==> src/rtl/sim_test_monitor.sv <==
// End-of-test monitor: detects riscv-tests tohost completion, runs a cycle
// watchdog and buffers nonzero-rd writebacks in a poppable trace FIFO.
module sim_test_monitor #(
  parameter int          NUM_CH      = 2,
  parameter int          TRACE_DEPTH = 16,
  parameter logic [31:0] TOHOST_ADDR = 32'h0000_1000,
  parameter int          TIMEOUT     = 45000,
  localparam int         CH_W        = (NUM_CH > 1) ? $clog2(NUM_CH) : 1,
  localparam int         ENTRY_W     = CH_W + 5 + 32
) (
  input  logic                  CLK,
  input  logic                  RST,
  input  logic                  START,
  input  logic [NUM_CH-1:0]     WB_VALID,
  input  logic [5*NUM_CH-1:0]   WB_RD,
  input  logic [32*NUM_CH-1:0]  WB_DATA,
  input  logic                  MEM_W_VALID,
  input  logic [31:0]           MEM_W_ADDR,
  input  logic [3:0]            MEM_W_STRB,
  input  logic [31:0]           MEM_W_DATA,
  input  logic                  TRACE_RDEN,
  output logic                  TRACE_RVALID,
  output logic [ENTRY_W-1:0]    TRACE_RDATA,
  output logic                  TRACE_OVERFLOW,
  output logic                  DONE,
  output logic                  PASS,
  output logic                  TIMED_OUT,
  output logic [30:0]           FAIL_CODE,
  output logic [31:0]           CYCLE_COUNT,
  output logic [31:0]           RETIRE_COUNT,
  output logic [31:0]           STAT
);

  localparam int          AW         = $clog2(TRACE_DEPTH);
  localparam int          CW         = AW + 1;
  localparam logic [CW-1:0] DEPTH_C  = CW'(TRACE_DEPTH);
  localparam logic [31:0] TIMEOUT_M1 = 32'(TIMEOUT - 1);

  localparam logic [1:0] S_IDLE = 2'd0;
  localparam logic [1:0] S_RUN  = 2'd1;
  localparam logic [1:0] S_FIN  = 2'd2;

  logic [1:0]         state_q, state_d;
  logic [31:0]        cycle_q, cycle_d;
  logic [31:0]        retire_q, retire_d;
  logic               done_q, done_d;
  logic               pass_q, pass_d;
  logic               tmo_q, tmo_d;
  logic [30:0]        fcode_q, fcode_d;
  logic               ovf_q, ovf_d;
  logic [AW-1:0]      wr_ptr_q, wr_ptr_d;
  logic [AW-1:0]      rd_ptr_q, rd_ptr_d;
  logic [CW-1:0]      count_q, count_d;
  logic               rvalid_q, rvalid_d;
  logic [ENTRY_W-1:0] rdata_q, rdata_d;
  logic [31:0]        stat_q, stat_d;
  logic [ENTRY_W-1:0] mem_q [TRACE_DEPTH];

  logic               run_s, start_run_s, hit_s, tmo_s, fin_s;
  logic               wr_ok_s, drop_s, pop_s;
  logic [NUM_CH-1:0]  elig_s;
  logic [CW-1:0]      off_s [NUM_CH];
  logic [CW-1:0]      k_s, free_s;
  logic [AW-1:0]      widx_s [NUM_CH];
  logic [ENTRY_W-1:0] entry_s [NUM_CH];
  logic [31:0]        cnt32_s;
  logic [7:0]         cnt_sat_s;

  // Event decode: tohost hit, watchdog expiry, eligibility and FIFO slot placement
  always_comb begin
    run_s       = (state_q == S_RUN);
    start_run_s = START && (state_q != S_RUN);
    hit_s       = run_s && MEM_W_VALID && (MEM_W_ADDR == TOHOST_ADDR) &&
                  (MEM_W_STRB == 4'hF) && (MEM_W_DATA != 32'd0);
    tmo_s       = run_s && !hit_s && (cycle_q == TIMEOUT_M1);
    fin_s       = hit_s || tmo_s;
    k_s         = '0;
    for (int i = 0; i < NUM_CH; i++) begin
      elig_s[i]  = WB_VALID[i] && (WB_RD[5*i +: 5] != 5'd0);
      off_s[i]   = k_s;
      widx_s[i]  = wr_ptr_q + off_s[i][AW-1:0];
      entry_s[i] = {CH_W'(i), WB_RD[5*i +: 5], WB_DATA[32*i +: 32]};
      if (elig_s[i]) begin
        k_s = k_s + CW'(1);
      end else begin
        k_s = k_s;
      end
    end
    // Space is judged on start-of-cycle occupancy; a same-cycle pop never helps
    free_s  = DEPTH_C - count_q;
    wr_ok_s = run_s && (k_s <= free_s);
    drop_s  = run_s && (k_s > free_s);
    pop_s   = TRACE_RDEN && (count_q != '0) && !start_run_s;
  end

  // Next-state for the FSM, counters, result flags and FIFO bookkeeping
  always_comb begin
    state_d  = state_q;
    cycle_d  = cycle_q;
    retire_d = retire_q;
    done_d   = done_q;
    pass_d   = pass_q;
    tmo_d    = tmo_q;
    fcode_d  = fcode_q;
    ovf_d    = ovf_q;
    wr_ptr_d = wr_ptr_q;
    rd_ptr_d = rd_ptr_q;
    count_d  = count_q;
    rvalid_d = pop_s;
    rdata_d  = rdata_q;

    case (state_q)
      S_IDLE:  if (START) state_d = S_RUN; else state_d = S_IDLE;
      S_RUN:   if (fin_s) state_d = S_FIN; else state_d = S_RUN;
      S_FIN:   if (START) state_d = S_RUN; else state_d = S_FIN;
      default: state_d = S_IDLE;
    endcase

    if (start_run_s) begin
      cycle_d  = 32'd0;
      retire_d = 32'd0;
      done_d   = 1'b0;
      pass_d   = 1'b0;
      tmo_d    = 1'b0;
      fcode_d  = 31'd0;
      ovf_d    = 1'b0;
      wr_ptr_d = '0;
      rd_ptr_d = '0;
      count_d  = '0;
    end else if (run_s) begin
      if (!fin_s && (cycle_q != 32'hFFFF_FFFF)) begin
        cycle_d = cycle_q + 32'd1;
      end else begin
        cycle_d = cycle_q;
      end
      retire_d = retire_q + 32'(k_s);
      if (drop_s) begin
        ovf_d = 1'b1;
      end else begin
        ovf_d = ovf_q;
      end
      if (hit_s) begin
        done_d  = 1'b1;
        pass_d  = (MEM_W_DATA == 32'd1);
        fcode_d = (MEM_W_DATA == 32'd1) ? 31'd0 : MEM_W_DATA[31:1];
      end else if (tmo_s) begin
        done_d = 1'b1;
        pass_d = 1'b0;
        tmo_d  = 1'b1;
      end else begin
        done_d = done_q;
      end
    end else begin
      cycle_d = cycle_q;
    end

    if (wr_ok_s) begin
      wr_ptr_d = wr_ptr_q + k_s[AW-1:0];
    end else begin
      wr_ptr_d = wr_ptr_d;
    end
    if (pop_s) begin
      rd_ptr_d = rd_ptr_q + AW'(1);
      rdata_d  = mem_q[rd_ptr_q];
    end else begin
      rdata_d  = rdata_q;
    end
    if (!start_run_s) begin
      count_d = count_q + (wr_ok_s ? k_s : CW'(0)) - (pop_s ? CW'(1) : CW'(0));
    end else begin
      count_d = '0;
    end

    cnt32_s   = 32'(count_d);
    cnt_sat_s = (cnt32_s > 32'd255) ? 8'hFF : cnt32_s[7:0];
    stat_d    = {fcode_d[15:0], cnt_sat_s, 2'b00, state_d, ovf_d, tmo_d, pass_d, done_d};
  end

  // State and status registers with synchronous reset
  always_ff @(posedge CLK) begin
    if (RST) begin
      state_q  <= S_IDLE;
      cycle_q  <= 32'd0;
      retire_q <= 32'd0;
      done_q   <= 1'b0;
      pass_q   <= 1'b0;
      tmo_q    <= 1'b0;
      fcode_q  <= 31'd0;
      ovf_q    <= 1'b0;
      wr_ptr_q <= '0;
      rd_ptr_q <= '0;
      count_q  <= '0;
      rvalid_q <= 1'b0;
      rdata_q  <= '0;
      stat_q   <= 32'd0;
    end else begin
      state_q  <= state_d;
      cycle_q  <= cycle_d;
      retire_q <= retire_d;
      done_q   <= done_d;
      pass_q   <= pass_d;
      tmo_q    <= tmo_d;
      fcode_q  <= fcode_d;
      ovf_q    <= ovf_d;
      wr_ptr_q <= wr_ptr_d;
      rd_ptr_q <= rd_ptr_d;
      count_q  <= count_d;
      rvalid_q <= rvalid_d;
      rdata_q  <= rdata_d;
      stat_q   <= stat_d;
    end
  end

  // Trace storage; entries land in ascending channel order from the write pointer
  always_ff @(posedge CLK) begin
    for (int i = 0; i < NUM_CH; i++) begin
      if (wr_ok_s && elig_s[i]) begin
        mem_q[widx_s[i]] <= entry_s[i];
      end
    end
  end

  assign TRACE_RVALID   = rvalid_q;
  assign TRACE_RDATA    = rdata_q;
  assign TRACE_OVERFLOW = ovf_q;
  assign DONE           = done_q;
  assign PASS           = pass_q;
  assign TIMED_OUT      = tmo_q;
  assign FAIL_CODE      = fcode_q;
  assign CYCLE_COUNT    = cycle_q;
  assign RETIRE_COUNT   = retire_q;
  assign STAT           = stat_q;

endmodule

==> config.mk <==
export PLATFORM = sky130hd
export DESIGN_NAME = sim_test_monitor
export DESIGN_NICKNAME = d
export VERILOG_FILES = /design/src/rtl/sim_test_monitor.sv
export SDC_FILE = /design/constraint.sdc
export NUM_CORES = 1
export LEC_CHECK = 0
export CAP_MARGIN = 20
export CORE_MARGIN = 3
export CORE_UTILIZATION = 45
export CTS_CLUSTER_SIZE = 25
export DETAILED_ROUTE_END_ITERATION = 10
export DONT_BUFFER_PORTS = 1
export PLACE_DENSITY = 0.69
export SETUP_SLACK_MARGIN = 0.5
export SYNTH_ARGS = -nofsm -noshare
export SYNTH_HDL_FRONTEND = slang
export SYNTH_SLANG_ARGS = --single-unit
==> constraint.sdc <==
create_clock -name CLK -period 7.6 [get_ports CLK]
set_clock_uncertainty 0.1 [all_clocks]
set_input_delay 0.76 -clock CLK [delete_from_list [all_inputs] [get_ports CLK]]
set_output_delay 0.76 -clock CLK [all_outputs]
set_load 0.1 [all_outputs]
# [Word level (Yosys, flattened, before mapping)]
# Memories as Yosys holds them, arrays and structs flattened. A register that Yosys moved wholly into a read port is not among the register bits.
# Cells that the tools add are included.
[op_classes] eq_ne=8 magnitude_cmp=2 mux=35 reduce_logical=30 addsub=9
[op_table] cell="$mux 16" n=3
[op_table] cell="$add 32x1->32 const B" n=1
[op_table] cell="$add 32x5->32" n=1
[op_table] cell="$eq 32x1->1 const B" n=1
[op_table] cell="$eq 32x13->1 const B" n=1
[op_table] cell="$eq 32x16->1 const B" n=1
[op_table] cell="$ne 32x32->1 const B" n=1
[op_table] cell="$reduce_bool 32->1" n=1
[op_table] cell="$mux 31" n=1
[op_table] cell="$mux 1" n=22
[op_table] cell="$logic_and 1x1->1" n=16
[op_table] cell="$mux 5" n=3
[op_table] cell="$reduce_bool 5->1" n=3
[op_table] cell="$mux 4" n=3
[op_table] cell="$add 4x4->4" n=2
[op_table] cell="$pmux 2 s3" n=1
[op_table] cell="$add 5x1->5 const B" n=1
[op_table] cell="$add 5x5->5" n=1
[op_table] cell="$gt 5x5->1" n=1
[op_table] cell="$le 5x5->1" n=1
[op_table] cell="$sub 5x1->5" n=1
[op_table] cell="$sub 5x5->5 const A" n=1
[op_table] cell="$add 4x1->4 const B" n=1
[op_table] cell="$eq 4x4->1 const B" n=1
[op_table] cell="other kinds (10)" n=15
[totals] memories=1 mem_bits_rw=608 in_bits=149 output_inout_bits=170 reg_bits=147
[memory_table] memory="mem_q" depth=16 width=38 rd=1 rd_clocked_by_memory_dff=1 wr=2 line_no="57" rtl="logic [ENTRY_W-1:0] mem_q [TRACE_DEPTH];"

# [Logic depth before layout (Yosys ltp)]
[depth] word_depth=12 depth_mapped=20

# [Least setup slack after synthesis]
# Ideal clock, no wire load.
[synth_path] kind="in2reg" from="input port WB_RD[9]" to="memory mem_q[2][0] (netlist name) (enable)" path_buffers=2 path_stages=11 setup_slack_ns=1.184 t_arrival_ns=5.834 path_cell_list="clkbuf_1 -> or4_1 -> o21ai_0 -> nor2_1 -> ha_1 -> nor2b_1 -> o2111ai_1 -> o2111ai_1 -> or2_2 -> clkbuf_1 -> o21ai_0"
[synth_rtl] item="start, declared" line_no="15" rtl="input logic [5*NUM_CH-1:0] WB_RD,"
[synth_rtl] item="end, declared" line_no="57"

==> results.json <==
{
  "synthesis.area_um2": 38300,
  "cts.repair.resized": 0,
  "antenna_found_initial": 6,
  "cts_root_buf": "clkbuf_16",
  "portBuffers": 0,
  "p_per_area_nw_per_um2": 254.4,
  "initial_utilization_pct": 45.63,
  "clockBufferDepth": 3,
  "dp_hpwl_mm": 73.29,
  "yosys.cell_count.top_type": "nand2_1",
  "avgSynthCellArea_um2": 11.23,
  "ys_top_cells_by_area": "edfxtp_1 (46%), mux4_2 (11%), dfxtp_1 (8.8%)",
  "core_area_um2": 83950,
  "hold_violations": 0,
  "yosysSeqAreaShare_pct": 55.24,
  "critPathMaxFanout": 27,
  "synthDistinctLibCells": 52,
  "synth-edff-count": 592,
  "critPathLaunchType": "flip-flop",
  "max_freq_mhz": 183.1,
  "end_kind": "flip-flop",
  "drc": 0,
  "drt-total-wl_mm": 122.3,
  "synth_fa_ha_area_share_pct": 0.7774,
  "grt_pass1_vias": 27290,
  "synth_xor_area_share_pct": 1.029,
  "worst-setup-path-type": "reg -> reg",
  "yosys.area_share.simple_pct": 13.30,
  "maxCapViolCount": 0,
  "area_delta_synth_final_pct": 9.283,
  "outcome": "finished, final reports clean",
  "layout.cells.non_filler": 4390,
  "grt_max_degree": 99,
  "ios": 319,
  "post_drt_via_cell_ratio": 6.385,
  "min_path_type": "in -> reg",
  "fillers": 7193,
  "insertion_delay_ns": 0.65,
  "post-route-util_pct": 49.86,
  "drive_gt1_share_pct": 14.86,
  "cts_sinks": 761,
  "h-tree-depth": 3,
  "grt_use_total_pct": 27.00,
  "power_leakage_nw": 12.25,
  "internal_power_w": 0.007469,
  "ys_seq_elements": 761,
  "rows": 106,
  "synth_top_family_by_area": "simple AND/OR/NAND/NOR gates",
  "cts_setup_buffers": 0,
  "overflow": 0,
  "rsz0062_at_grt": "false",
  "yosys_warnings": 0,
  "worstPathRequired_ns": 7.83,
  "final_max_slew_viol_count": 0,
  "clk_pin_slew_ns": 0.06,
  "place_congestion": 0.8635,
  "drt_iter0_markers": 3706,
  "synth_ff_type": "edfxtp_1",
  "synth_top_area_share_pct": 46.41,
  "synth.area.mux_share_pct": 12.03,
  "p_clk_share_pct": 38.4,
  "synth_compound_area_share_pct": 12.57,
  "ir_drop_mv": 0.2141,
  "min_period_ns": 5.462,
  "synthCells": 3412,
  "setup-tns-final_ns": 0,
  "post-place-cells": 4222,
  "seq_power_share_pct": 50.0,
  "die_h_um": 297.8,
  "firstDrtPassIters": 9,
  "slew_headroom_pct": 19.75,
  "synth.largest_area_cell": "edfxtp_1",
  "power_switching_w": 0.003180,
  "die_x_um": 297.8,
  "numCtsBuffers": 85,
  "fin_nets": 3351,
  "cts_tree": "built",
  "critPathArrivalTime_ns": 5.69,
  "switching_share_pct": 29.86,
  "wl_per_cell_um": 27.85,
  "post-route-period-util_pct": 71.87,
  "async_reset_ff_share_pct": 0,
  "p_comb_share_pct": 11.5,
  "tightest_slew_ns": 1.204,
  "grt_pass1_wl_mm": 180.5,
  "ctsHoldBuffers": 0,
  "setup_violations": 0,
  "num_vias": 28030,
  "die_area_um2": 88660,
  "drtAntennaViolNets": 0,
  "synth.top_cells.by_count": "nand2_1 (810), edfxtp_1 (592), o31ai_1 (443), clkbuf_1 (269), mux4_2 (190)"
}
cells by family (layout without fill, tap and decap cells):
group,count (synthesis),in the layout
other cells,1,11
flops,761,761
mux,223,223
simple gates,1186,1186
compound gates,697,697
xor+xnor,45,45
fa+ha+maj,22,22
buf+inv,477,311
cell usage in the layout, fill, tap and decap left out, types with 9 or more instances in the layout:
cell type,instances
nand2_1,799
edfxtp_1,592
o31ai_1,443
mux4_2,190
dfxtp_1,145
o21ai_0,141
nor2_1,97
clkbuf_16,86
buf_4,83
inv_1,64
nand3_1,61
nor2b_1,44
a21oi_1,38
o22a_1,38
mux2i_1,33
clkbuf_1,28
nand4_1,27
xor2_1,26
or3_1,22
dfxtp_2,21
xnor2_1,19
nor4_1,19
ha_1,19
nor3_1,12
clkinv_1,12
nand2_2,11
or4_1,11
and3_1,11
a21o_1,11
nor2_4,10
and2_1,9
clkinv_2,9
critical path: stages (launching register included):
cell and delay, ns:
dfxtp_1 1.05, inv_1 0.22, ha_1 0.35, inv_1 0.06, ha_1 0.31, nor2b_1 0.14
o2111ai_1 0.37, o21ai_1 0.31, nor4_1 0.75, and2_2 0.28, or2_2 0.83, buf_4 0.39
final timing paths:
path	startpoint	slack [ns]	endpoint	cells after the start
setup / recovery	count_q[1]$_SDFF_PP0_	2.14	mem_q[4][11]$_DFFE_PP_	11
hold / removal	RST	0.09	wr_ptr_q[3]$_SDFFE_PP0P_	1
setup reg to reg	count_q[1]$_SDFF_PP0_	2.14	mem_q[4][11]$_DFFE_PP_	11
hold reg to reg	mem_q[2][37]$_SDFFE_PP1N_	0.35	mem_q[2][37]$_SDFFE_PP1N_	1
registers in the layout (all words and copies together), names as in the netlist:
name	cells
mem_q	608
TRACE_RDATA	38
CYCLE_COUNT	32
RETIRE_COUNT	32
FAIL_CODE	31
STAT	6
count_q	4
rd_ptr_q	4
wr_ptr_q	4
TRACE_RVALID	1
state_q	1
per-stage QoR:
step	hold WS, ns	power [W]	worst slack [ns]	area [um2]
6_report	0.09476	0.01065	2.138	41860
5_1_grt	0.07281	0.01094	1.957	41860
4_1_cts	0.07706	0.01069	2.293	41750
3_5_place_dp	0.3342	0.006635	1.766	39020
3_3_place_gp	0.3294	0.006621	1.856	39000
2_1_floorplan	0.3187	0.006289	1.184	38320
power groups by stage:
stage | clock [W] | sequential, W | combinational [W]
after floorplan | 0 | 0.00537 | 0.000916
after global placement | 0 | 0.00541 | 0.00121
after detailed placement | 0 | 0.00542 | 0.00122
after CTS | 0.00413 | 0.00533 | 0.00122
after global routing | 0.00428 | 0.00535 | 0.00131
final | 0.00409 | 0.00533 | 0.00123
area by class of cell:
type	instances	area, um2	area share (%)
Tap cell	1134	1419	3.390
Sequential cell	761	21200	50.64
Timing Repair Buffer	90	760.7	1.817
Multi-Input combinational cell	2178	15500	37.02
Clock inverter	37	390.4	0.9326
Antenna cell	6	15.01	0.03587
Inverter	64	240.2	0.5739
Clock buffer	120	2340	5.589
layer usage:
metal | global-route usage [%] | wire [um]
met4 | 12.12 | 5454
met3 | 8.708 | 16900
met5 | 0 | 18
met2 | 42.34 | 56130
met1 | 34.29 | 43750
Power figures use the tool's default switching activity.
